--- config.mk ---
export PLATFORM = sky130hd
export DESIGN_NAME = data_readout
export DESIGN_NICKNAME = d
export VERILOG_FILES = /design/src/rtl/data_readout.sv
export SDC_FILE = /design/constraint.sdc
export NUM_CORES = 1
export LEC_CHECK = 0
export BUFFER_PORTS_ARGS = -buffer_cell sky130_fd_sc_hd__buf_2
export CORE_MARGIN = 3
export CORE_UTILIZATION = 40
export DETAILED_ROUTE_END_ITERATION = 8
export GPL_TIMING_DRIVEN = 0
export MAX_ROUTING_LAYER = met4
export PLACE_DENSITY = 0.73
export SLEW_MARGIN = 20
export SYNTH_ARGS = -nofsm -noshare
export SYNTH_HDL_FRONTEND = slang
export SYNTH_SLANG_ARGS = --single-unit
--- constraint.sdc ---
create_clock -name clk -period 5.2 [get_ports clk]
set_input_delay 0 -clock clk [delete_from_list [all_inputs] [get_ports clk]]
set_output_delay 0 -clock clk [all_outputs]
set_load 0.01 [all_outputs]
--- src/rtl/data_readout.sv ---
// ---------------------------------------------------------------------------
// data_readout
//
// Drains one depth bank of a frequency-indexed storage array into a
// ready/valid stream. A drain walks depth slots of the selected bank in the
// outer loop and all frequency indices in the inner loop, issuing one storage
// read per cycle while the 2-entry output FIFO has room for the reply.
//
// Ports
//   clk, rst          clock and synchronous active-high reset
//   start, bank       request to drain a bank (bank sampled on accepted start)
//   rd_en, rd_addr    storage read request, rd_addr = {depth slot, freq}
//   rd_data           storage read reply, valid one cycle after rd_en
//   m_tdata/m_tuser   stream word and its frequency index
//   m_tvalid/m_tready stream handshake
//   m_tlast           final word of the drain
//   busy              drain in progress
//   done              one-cycle pulse after the final word transferred
//   start_err         one-cycle pulse for a start received while busy
//
// state | meaning
// ------+-------------------------------------------------------------
// IDLE  | waiting for start; no reads issued
// RUN   | issuing reads, one per cycle when the FIFO has room
// FLUSH | last read issued; waiting for the last word to transfer
// ---------------------------------------------------------------------------
module data_readout #(
    parameter int DATA_WIDTH = 64,
    parameter int N_FREQ     = 128,
    parameter int DEPTH      = 32,
    parameter int N_BANK     = 2,
    localparam int FW        = (N_FREQ > 1) ? $clog2(N_FREQ) : 1,
    localparam int DW        = (DEPTH > 1) ? $clog2(DEPTH) : 1,
    localparam int BW        = (N_BANK > 1) ? $clog2(N_BANK) : 1,
    localparam int AW        = FW + DW
) (
    input  logic                  clk,
    input  logic                  rst,
    input  logic                  start,
    input  logic [BW-1:0]         bank,
    output logic                  rd_en,
    output logic [AW-1:0]         rd_addr,
    input  logic [DATA_WIDTH-1:0] rd_data,
    output logic [DATA_WIDTH-1:0] m_tdata,
    output logic [FW-1:0]         m_tuser,
    output logic                  m_tvalid,
    input  logic                  m_tready,
    output logic                  m_tlast,
    output logic                  busy,
    output logic                  done,
    output logic                  start_err
);

    localparam int BANK_SZ = DEPTH / N_BANK;
    localparam int SW      = (BANK_SZ > 1) ? $clog2(BANK_SZ) : 1;
    // FIFO entry layout: {last, freq, data}
    localparam int EW      = DATA_WIDTH + FW + 1;

    typedef enum logic [1:0] {
        IDLE  = 2'd0,
        RUN   = 2'd1,
        FLUSH = 2'd2
    } state_t;

    state_t          state;
    logic [BW-1:0]   bank_q;
    logic [SW-1:0]   s_cnt;
    logic [FW-1:0]   f_cnt;

    // Read pipeline: tag travels with rd_en, then with the reply cycle.
    logic            rd_last_tag;
    logic            rd_vld;
    logic [FW-1:0]   vld_user;
    logic            vld_last;

    logic [EW-1:0]   fifo_q [2];
    logic [1:0]      fifo_cnt;

    // Combinational datapath
    logic [BW-1:0]   cur_bank;
    logic [SW-1:0]   cur_s;
    logic [FW-1:0]   cur_f;
    logic [DW-1:0]   cur_slot;
    logic            is_last;
    logic [EW-1:0]   incoming;
    logic [EW-1:0]   out_word;
    logic            head_valid;
    logic            xfer;
    logic            pop;
    logic            push;
    logic [1:0]      cnt_nxt;
    logic [2:0]      occ_nxt;
    logic            room;
    logic            issue;

    // On an accepted start the read position comes straight from the
    // request so the first read can be issued on the very same edge.
    always_comb begin
        if (state == IDLE) begin
            cur_bank = bank;
            cur_s    = '0;
            cur_f    = '0;
        end else begin
            cur_bank = bank_q;
            cur_s    = s_cnt;
            cur_f    = f_cnt;
        end
    end

    assign cur_slot = DW'(cur_bank) * DW'(BANK_SZ) + DW'(cur_s);
    assign is_last  = (cur_s == SW'(BANK_SZ - 1)) && (cur_f == FW'(N_FREQ - 1));

    assign incoming   = {vld_last, vld_user, rd_data};
    assign head_valid = (fifo_cnt != 2'd0);

    // An empty FIFO lets the reply bypass straight to the stream, which is
    // what gives one-cycle-per-word throughput and the two-cycle latency.
    // A bypassed word that is not taken is pushed, so the next cycle shows
    // the same word from the FIFO head.
    always_comb begin
        out_word = '0;
        if (head_valid) begin
            out_word = fifo_q[0];
        end else if (rd_vld) begin
            out_word = incoming;
        end
    end

    assign m_tvalid = head_valid | rd_vld;
    assign m_tdata  = out_word[DATA_WIDTH-1:0];
    assign m_tuser  = out_word[DATA_WIDTH +: FW];
    assign m_tlast  = out_word[EW-1];

    assign xfer    = m_tvalid & m_tready;
    assign pop     = xfer & head_valid;
    assign push    = rd_vld & ~(xfer & ~head_valid);
    assign cnt_nxt = fifo_cnt + 2'(push) - 2'(pop);

    // Next cycle the FIFO holds cnt_nxt words and the read issued this
    // cycle (rd_en) will return; a new read may only be issued if its reply
    // will also fit, so the two FIFO entries can never overflow.
    assign occ_nxt = 3'(cnt_nxt) + 3'(rd_en);
    assign room    = (occ_nxt < 3'd2);
    assign issue   = room && (((state == IDLE) && start) || (state == RUN));

    always_ff @(posedge clk) begin
        if (rst) begin
            state       <= IDLE;
            bank_q      <= '0;
            s_cnt       <= '0;
            f_cnt       <= '0;
            rd_en       <= 1'b0;
            rd_addr     <= '0;
            rd_last_tag <= 1'b0;
            rd_vld      <= 1'b0;
            vld_user    <= '0;
            vld_last    <= 1'b0;
            fifo_q[0]   <= '0;
            fifo_q[1]   <= '0;
            fifo_cnt    <= 2'd0;
            busy        <= 1'b0;
            done        <= 1'b0;
            start_err   <= 1'b0;
        end else begin
            // Output FIFO, shift-register style with the head in entry 0
            if (pop) begin
                fifo_q[0] <= (fifo_cnt == 2'd2) ? fifo_q[1] : incoming;
                if (push) begin
                    fifo_q[1] <= incoming;
                end
            end else if (push) begin
                if (fifo_cnt == 2'd0) begin
                    fifo_q[0] <= incoming;
                end else begin
                    fifo_q[1] <= incoming;
                end
            end
            fifo_cnt <= cnt_nxt;

            // Reply stage: storage answers one cycle after rd_en
            rd_vld   <= rd_en;
            vld_user <= rd_addr[FW-1:0];
            vld_last <= rd_last_tag;

            // Read issue and position counters
            rd_en <= issue;
            if (issue) begin
                rd_addr     <= {cur_slot, cur_f};
                rd_last_tag <= is_last;
                if (cur_f == FW'(N_FREQ - 1)) begin
                    f_cnt <= '0;
                    s_cnt <= is_last ? cur_s : cur_s + SW'(1);
                end else begin
                    f_cnt <= cur_f + FW'(1);
                    s_cnt <= cur_s;
                end
            end else if ((state == IDLE) && start) begin
                s_cnt <= '0;
                f_cnt <= '0;
            end

            done      <= 1'b0;
            start_err <= start && (state != IDLE);

            case (state)
                IDLE: begin
                    if (start) begin
                        bank_q <= bank;
                        busy   <= 1'b1;
                        state  <= (issue && is_last) ? FLUSH : RUN;
                    end
                end
                RUN: begin
                    if (issue && is_last) begin
                        state <= FLUSH;
                    end
                end
                FLUSH: begin
                    if (xfer && m_tlast) begin
                        state <= IDLE;
                        busy  <= 1'b0;
                        done  <= 1'b1;
                    end
                end
                default: begin
                    state <= IDLE;
                    busy  <= 1'b0;
                end
            endcase
        end
    end

endmodule

# Word level (Yosys, flattened, before mapping)
# Memories as Yosys holds them, arrays and structs flattened.
# Index checks and enable logic that the tools add are counted.
op_classes:
  addsub: 6
  mul: 0
  div: 0
  magnitude_cmp: 1
  n_eq_ne: 8
  shifts: 0
  n_mux: 45
  n_bitwise: 13
  reduce_logical: 16
ops:
  columns: ["operator", "count"]
  rows:
  - ["72-bit 2-to-1 mux", 7]
  - ["7-bit 2-to-1 mux", 4]
  - ["1-bit 2-to-1 mux", 23]
  - ["4-bit 2-to-1 mux", 5]
  - ["2-bit 2-to-1 mux", 4]
  - ["7-bit by 1-bit adder with 7-bit output (second input constant)", 1]
  - ["7-bit equality test (second input constant)", 1]
  - ["1-bit logical AND", 6]
  - ["2-bit case mux with 3 select lines", 1]
  - ["3-bit AND reduction", 2]
  - ["2-bit nonzero test", 3]
  - ["5-bit by 4-bit adder with 5-bit output", 1]
  - ["1-bit bitwise OR", 5]
  - ["4-bit by 1-bit adder with 4-bit output (second input constant)", 1]
  - ["1-bit bitwise AND", 4]
  - ["2-bit equality test (second input constant)", 2]
  - ["4-bit equality test (second input constant)", 1]
  - ["2-bit zero test", 2]
  - ["2-bit inequality test (second input constant)", 2]
  - ["1-bit NOT", 4]
  - ["2-bit by 1-bit adder with 3-bit output", 1]
  - ["3-bit by 2-bit < comparator with 1-bit output (second input constant)", 1]
  - ["1-bit case mux with 3 select lines", 1]
  - ["2-bit by 1-bit adder with 2-bit output", 1]
  - ["other kinds (6)", 6]
totals:
  register_bits: 42
  latchBits: 0
  ramBits: 144
  mem_bits_ro: 0
  inputBits: 69
  output_inout_bits: 89
  word_cells: 104
  mem_count: 1
memory_table:
  columns: ["memory", "depth", "width", "rd", "rd_clocked_by_memory_dff", "wr", "line_no", "source"]
  rows:
  - ["fifo_q", 2, 72, 2, 0, 2, "76", "logic [EW-1:0] fifo_q [2];"]

# Logic depth before layout (Yosys ltp)
logic_depth:
  word_depth: 15
  mapped_depth: 14

# Least setup slack after synthesis
# OpenSTA, ideal clock, no wires.
synth_path:
  path_kind: "reg-to-reg"
  start: "register fifo_cnt[0]"
  end: "memory fifo_q[0][100] in the netlist's numbering, enable pin"
  arrival_time_ns: 4.451
  t_required_ns: 4.683
  slack_ns: 0.232
  path_stages_with_launch: 7
  path_buffers: 1
  path_cell_list: "dfxtp_1 or2_2 clkbuf_1 and2_1 ha_1 nor2b_1 o21bai_1"
synth_lines:
  columns: ["item", "line_no", "source"]
  rows:
  - ["start: declaration", "77", "logic [1:0] fifo_cnt;"]
  - ["start signal: assignment", "178", "fifo_cnt <= cnt_nxt;"]
  - ["end: declaration", "76", null]

# Worst setup path after layout
layout_path:
  start: "register fifo_cnt[0]"
  end: "register f_cnt[5]"
layout_via:
  elab_chain_len: 12
layout_rtl:
  columns: ["item", "line_no", "source"]
  rows:
  - ["2-bit nonzero test", "114", "assign head_valid = (fifo_cnt != 2'd0);"]
  - ["1-bit bitwise OR", "129", "assign m_tvalid = head_valid | rd_vld;"]
  - ["1-bit bitwise AND", "134", "assign xfer = m_tvalid & m_tready;"]
  - ["1-bit bitwise AND", "136", "assign push = rd_vld & ~(xfer & ~head_valid);"]
  - ["1-bit NOT", "136", null]
  - ["1-bit bitwise AND", "136", null]
  - ["2-bit by 1-bit adder with 2-bit output", "137", "assign cnt_nxt = fifo_cnt + 2'(push) - 2'(pop);"]
  - ["2-bit by 1-bit subtractor with 2-bit output (*)", "137", null]
  - ["2-bit by 1-bit adder with 3-bit output (*)", "142", "assign occ_nxt = 3'(cnt_nxt) + 3'(rd_en);"]
  - ["3-bit by 2-bit < comparator with 1-bit output (*)", "143", "assign room = (occ_nxt < 3'd2);"]
  - ["1-bit logical AND (*)", "144", "assign issue = room && (((state == IDLE) && start) || (state == RUN));"]
  - ["7-bit 2-to-1 mux or 2-bit nonzero test (tied branches)", null, null]
  - ["end signal: assignment", "194", "f_cnt <= cur_f + FW'(1);"]
  - ["end: declaration", "68", "logic [FW-1:0] f_cnt;"]
# Every way passes the cells marked *; elsewhere a longest branch is shown, timed or not.
# A chain may end at the register's enable or synchronous reset.

==> impl_metrics.env <==
export IMPL_syn_nets=996
export IMPL_rrSetupSlack_ns=2.09
export IMPL_pin_count=158
export IMPL_crit_required_ns=5.49
export IMPL_drv_cap=0
export IMPL_pwr_density_cell_mw_per_mm2=493
export IMPL_grt_max_degree=43
export IMPL_arrival_ns=3.41
export IMPL_ys_ff_latch=186
export IMPL_start_util_pct=41.0
export IMPL_gp_congestion=0.913
export IMPL_synth_edff_count=144
export IMPL_slew_headroom_pct=26.2
export IMPL_holdPathEnd="done$_SDFF_PP0_"
export IMPL_grt_setup_unrepaired="no"
export IMPL_cts_inserted_buffers=17
export IMPL_worstSetupPathType="reg -> reg"
export IMPL_rows=53
export IMPL_die_y_um=153
export IMPL_multi_input_area_mm2=0.00324
export IMPL_cts_repair_resized=0
export IMPL_pwr_share_seq_pct=37.1
export IMPL_netlist_instances=922
export IMPL_grt_pass1_vias=7166
export IMPL_r2r_end="f_cnt[5]$_SDFFE_PP0P_"
export IMPL_cts_max_path_buffers=2
export IMPL_slew_violations=0
export IMPL_area_delta_synth_final_pct=28.9
export IMPL_crit_buf_inv=2
export IMPL_final_util_pct=52.8
export IMPL_core_mm2=0.0212
export IMPL_p_clk_share_pct=23.3
export IMPL_worst_slew_pin_slew_ns=1.10
export IMPL_clock_fmax_mhz=321
export IMPL_crit_family="simple AND/OR/NAND/NOR gates"
export IMPL_min_path_cells=3
export IMPL_final_area_mm2=0.0112
export IMPL_path_clk_slew_ns=0.07
export IMPL_clkSinkCount=186
export IMPL_skew_ns=0.0148
export IMPL_status="finished, final reports clean"
export IMPL_p_switching_mw=2.18
export IMPL_yosys_warnings=0
export IMPL_path_cells="or2_2 > clkbuf_1 > and2_1 > ha_1 > inv_1 > ha_1 > xnor3_2 > nand4_2 > nor2_1 > a2111oi_0 > nor3_1"
export IMPL_antenna_found_initial=1
export IMPL_grt_pass1_wl_um=37100
export IMPL_wl_per_cell_um=15.7
export IMPL_port_buffers=157
export IMPL_netlist_area_mm2=0.00867
export IMPL_drc=0
export IMPL_async_flop_share_pct=0
export IMPL_period_needed_ns=3.11
export IMPL_root_buffer="clkbuf_16"
export IMPL_drtAntennaViolNets=0
export IMPL_regArea_mm2=0.00516
export IMPL_drive_above_1_share_pct=17.7
export IMPL_dpl_instance_area_mm2=0.00991
export IMPL_insertion_delay_ns=0.43
export IMPL_min_from="m_tready"
export IMPL_place_hpwl_um=15500
export IMPL_hold_class="in -> reg"
export IMPL_h_tree_depth=4
export IMPL_r2r_start="fifo_cnt[0]$_SDFF_PP0_"
export IMPL_fillers=1894
export IMPL_overflow=0
export IMPL_cts_tree="yes"
export IMPL_end_kind="flip-flop"
export IMPL_final_setup_tns_ns=0
export IMPL_p_int_mw=3.33
export IMPL_max_vdd_ir_drop_mv=0.286
export IMPL_first_pass_iters=5
export IMPL_drt_iter0_markers=626
export IMPL_via_per_inst=5.09
export IMPL_holdWs_ns=0.0539
export IMPL_critical_path_max_fanout=10
export IMPL_leakagePower_nw=4.81
export IMPL_crit_path_top_delay_cell="clkbuf_1"
export IMPL_max_stage_delay_ns=0.54
export IMPL_synthFlopType="edfxtp_1"
export IMPL_crit_top_cell="ha_1"
export IMPL_vias=7421
export IMPL_setup_viol=0
export IMPL_die_w_um=153
export IMPL_critPathLaunchType="flip-flop"
export IMPL_reg2reg_depth=11
export IMPL_hold_viol=0
export IMPL_globalRouteTotalUtil_pct=20.1
export IMPL_power_total_mw=5.51
export IMPL_p_sw_share_pct=39.5
export IMPL_period_share_pct=59.9
export IMPL_yosysUniqueCellTypes=46
export IMPL_yosysSeqAreaShare_pct=59.6
export IMPL_avgSynthCellArea_um2=9.40
export IMPL_fin_nets=1243
export IMPL_die_area_mm2=0.0235
export IMPL_combPwrFrac_pct=39.6
export IMPL_wl_um=22800
cells in the mapped netlist (all sizes together), types with 2 or more instances:
master / number / area, um2
or3: 2 / 12.5
nand3: 85 / 425
nor2: 19 / 71.3
a22oi: 4 / 30.0
o21ai: 6 / 30.0
nand2b: 2 / 12.5
buf: 10 / 56.3
nor2b: 13 / 81.3
or2: 3 / 18.8
o21a: 2 / 15.0
a211oi: 3 / 22.5
nor3: 5 / 25.0
mux2: 2 / 22.5
nand2: 315 / 1180
dfxtp: 42 / 841
clkbuf: 56 / 210
ha: 5 / 62.6
edfxtp: 144 / 4320
nand4: 3 / 25.0
and3: 5 / 31.3
a31oi: 2 / 12.5
a21oi: 92 / 460
nand3b: 2 / 15.0
and2: 80 / 505
inv: 4 / 15.0
cell type report:
cell class                 instances  area share (%)
multi-input combinational        666            29.0
inverter                           4           0.134
buffer                            66            2.39
tap                              275            3.08
timing repair buffer             228            13.9
sequential                       186            46.2
clock buffer                      17            3.81
antenna                            1          0.0224
clock inverter                    15            1.43
how the worst max path moves through the flow:
| stage | cells after the start | startpoint | slack, ns | end |
|---|---|---|---|---|
| 2_1_floorplan | 6 | fifo_cnt[0]$_SDFF_PP0_ | 0.23 | fifo_q[0][100]$_DFFE_PP_ |
| 3_3_place_gp | 6 | fifo_cnt[0]$_SDFF_PP0_ | -1.89 | fifo_q[0][112]$_DFFE_PP_ |
| 3_5_place_dp | 11 | fifo_cnt[0]$_SDFF_PP0_ | 2.13 | f_cnt[5]$_SDFFE_PP0P_ |
| 4_1_cts | 11 | fifo_cnt[0]$_SDFF_PP0_ | 2.11 | f_cnt[5]$_SDFFE_PP0P_ |
| 5_1_grt | 12 | fifo_cnt[1]$_SDFF_PP0_ | 1.80 | f_cnt[5]$_SDFFE_PP0P_ |
| 6_report | 11 | fifo_cnt[0]$_SDFF_PP0_ | 2.09 | f_cnt[5]$_SDFFE_PP0P_ |
cell usage in the layout, fill, tap and decap left out, types with 17 or more instances in the layout:
master         count
clkbuf_16         17
nand3_1           85
buf_2            157
clkbuf_1          56
nand2_1          315
dfxtp_1           42
nor2_1            19
and2_1            78
edfxtp_1         144
a21oi_1           92
dlygate4sd3_1     67
worst reg2reg max path, delay by kind of cell, from the launching register on:
family / cells / cell delay [ns]
XOR/XNOR: 1 / 0.31
AO/OA/AOI/OAI: 1 / 0.43
AND/OR/NAND/NOR: 5 / 0.83
adder cells (fa/ha/maj): 2 / 0.39
buffers and inverters: 2 / 0.59
flip-flops: 1 / 0.44
kinds of logic (layout without fill, tap and decap cells):
family | Yosys count | in the layout | share of synthesized area (%)
AO/OA/AOI/OAI | 118 | 118 | 7.55
XOR/XNOR | 2 | 2 | 0.375
adder cells (fa/ha/maj) | 5 | 5 | 0.722
buffers and inverters | 70 | 330 | 3.25
flip-flops | 186 | 186 | 59.6
multiplexers | 2 | 2 | 0.260
other | 0 | 1 | 0
AND/OR/NAND/NOR | 539 | 539 | 28.3
repair_timing:
action,in CTS,in global routing
setup buffers,0,0
hold buffers,67,0
hold endpoints to repair,132,0
stage by stage:
stage / worst slack, ns / instances
6_report: 2.09 / 1458
5_1_grt: 1.80 / 1458
4_1_cts: 2.11 / 1457
3_5_place_dp: 2.13 / 1358
3_3_place_gp: -1.89 / 1354
2_1_floorplan: 0.232 / 922
sequential cells by signal (all words and copies together) (netlist names):
register / flops
busy: 1
fifo_q: 144
done: 1
rd_addr: 12
state: 2
rd_last_tag: 1
s_cnt: 4
f_cnt: 7
vld_user: 7
vld_last: 1
rd_vld: 1
rd_en: 1
bank_q: 1
start_err: 1
fifo_cnt: 2
power by group through the flow:
stage / Clock (mW) / Sequential (mW) / Combinational, mW
after floorplan: 0 / 2.07 / 1.33
after global placement: 0 / 2.09 / 2.06
after detailed placement: 0 / 2.08 / 2.13
after CTS: 1.31 / 2.05 / 2.18
after global routing: 1.36 / 2.07 / 2.42
final: 1.29 / 2.05 / 2.18
per-layer routing:
| layer | wire (um) | vias to the layer above | part of all wire [%] | GRT usage, % |
|---|---|---|---|---|
| met5 | 0 | - | 0 | - |
| met4 | 443 | 0 | 1.9 | 6.70 |
| met3 | 1410 | 31 | 6.2 | 3.20 |
| met2 | 11100 | 254 | 48 | 32.2 |
| met1 | 9920 | 3505 | 43 | 26.1 |
| li1 | - | 3631 | - | - |
Power figures use the tool's default switching activity.
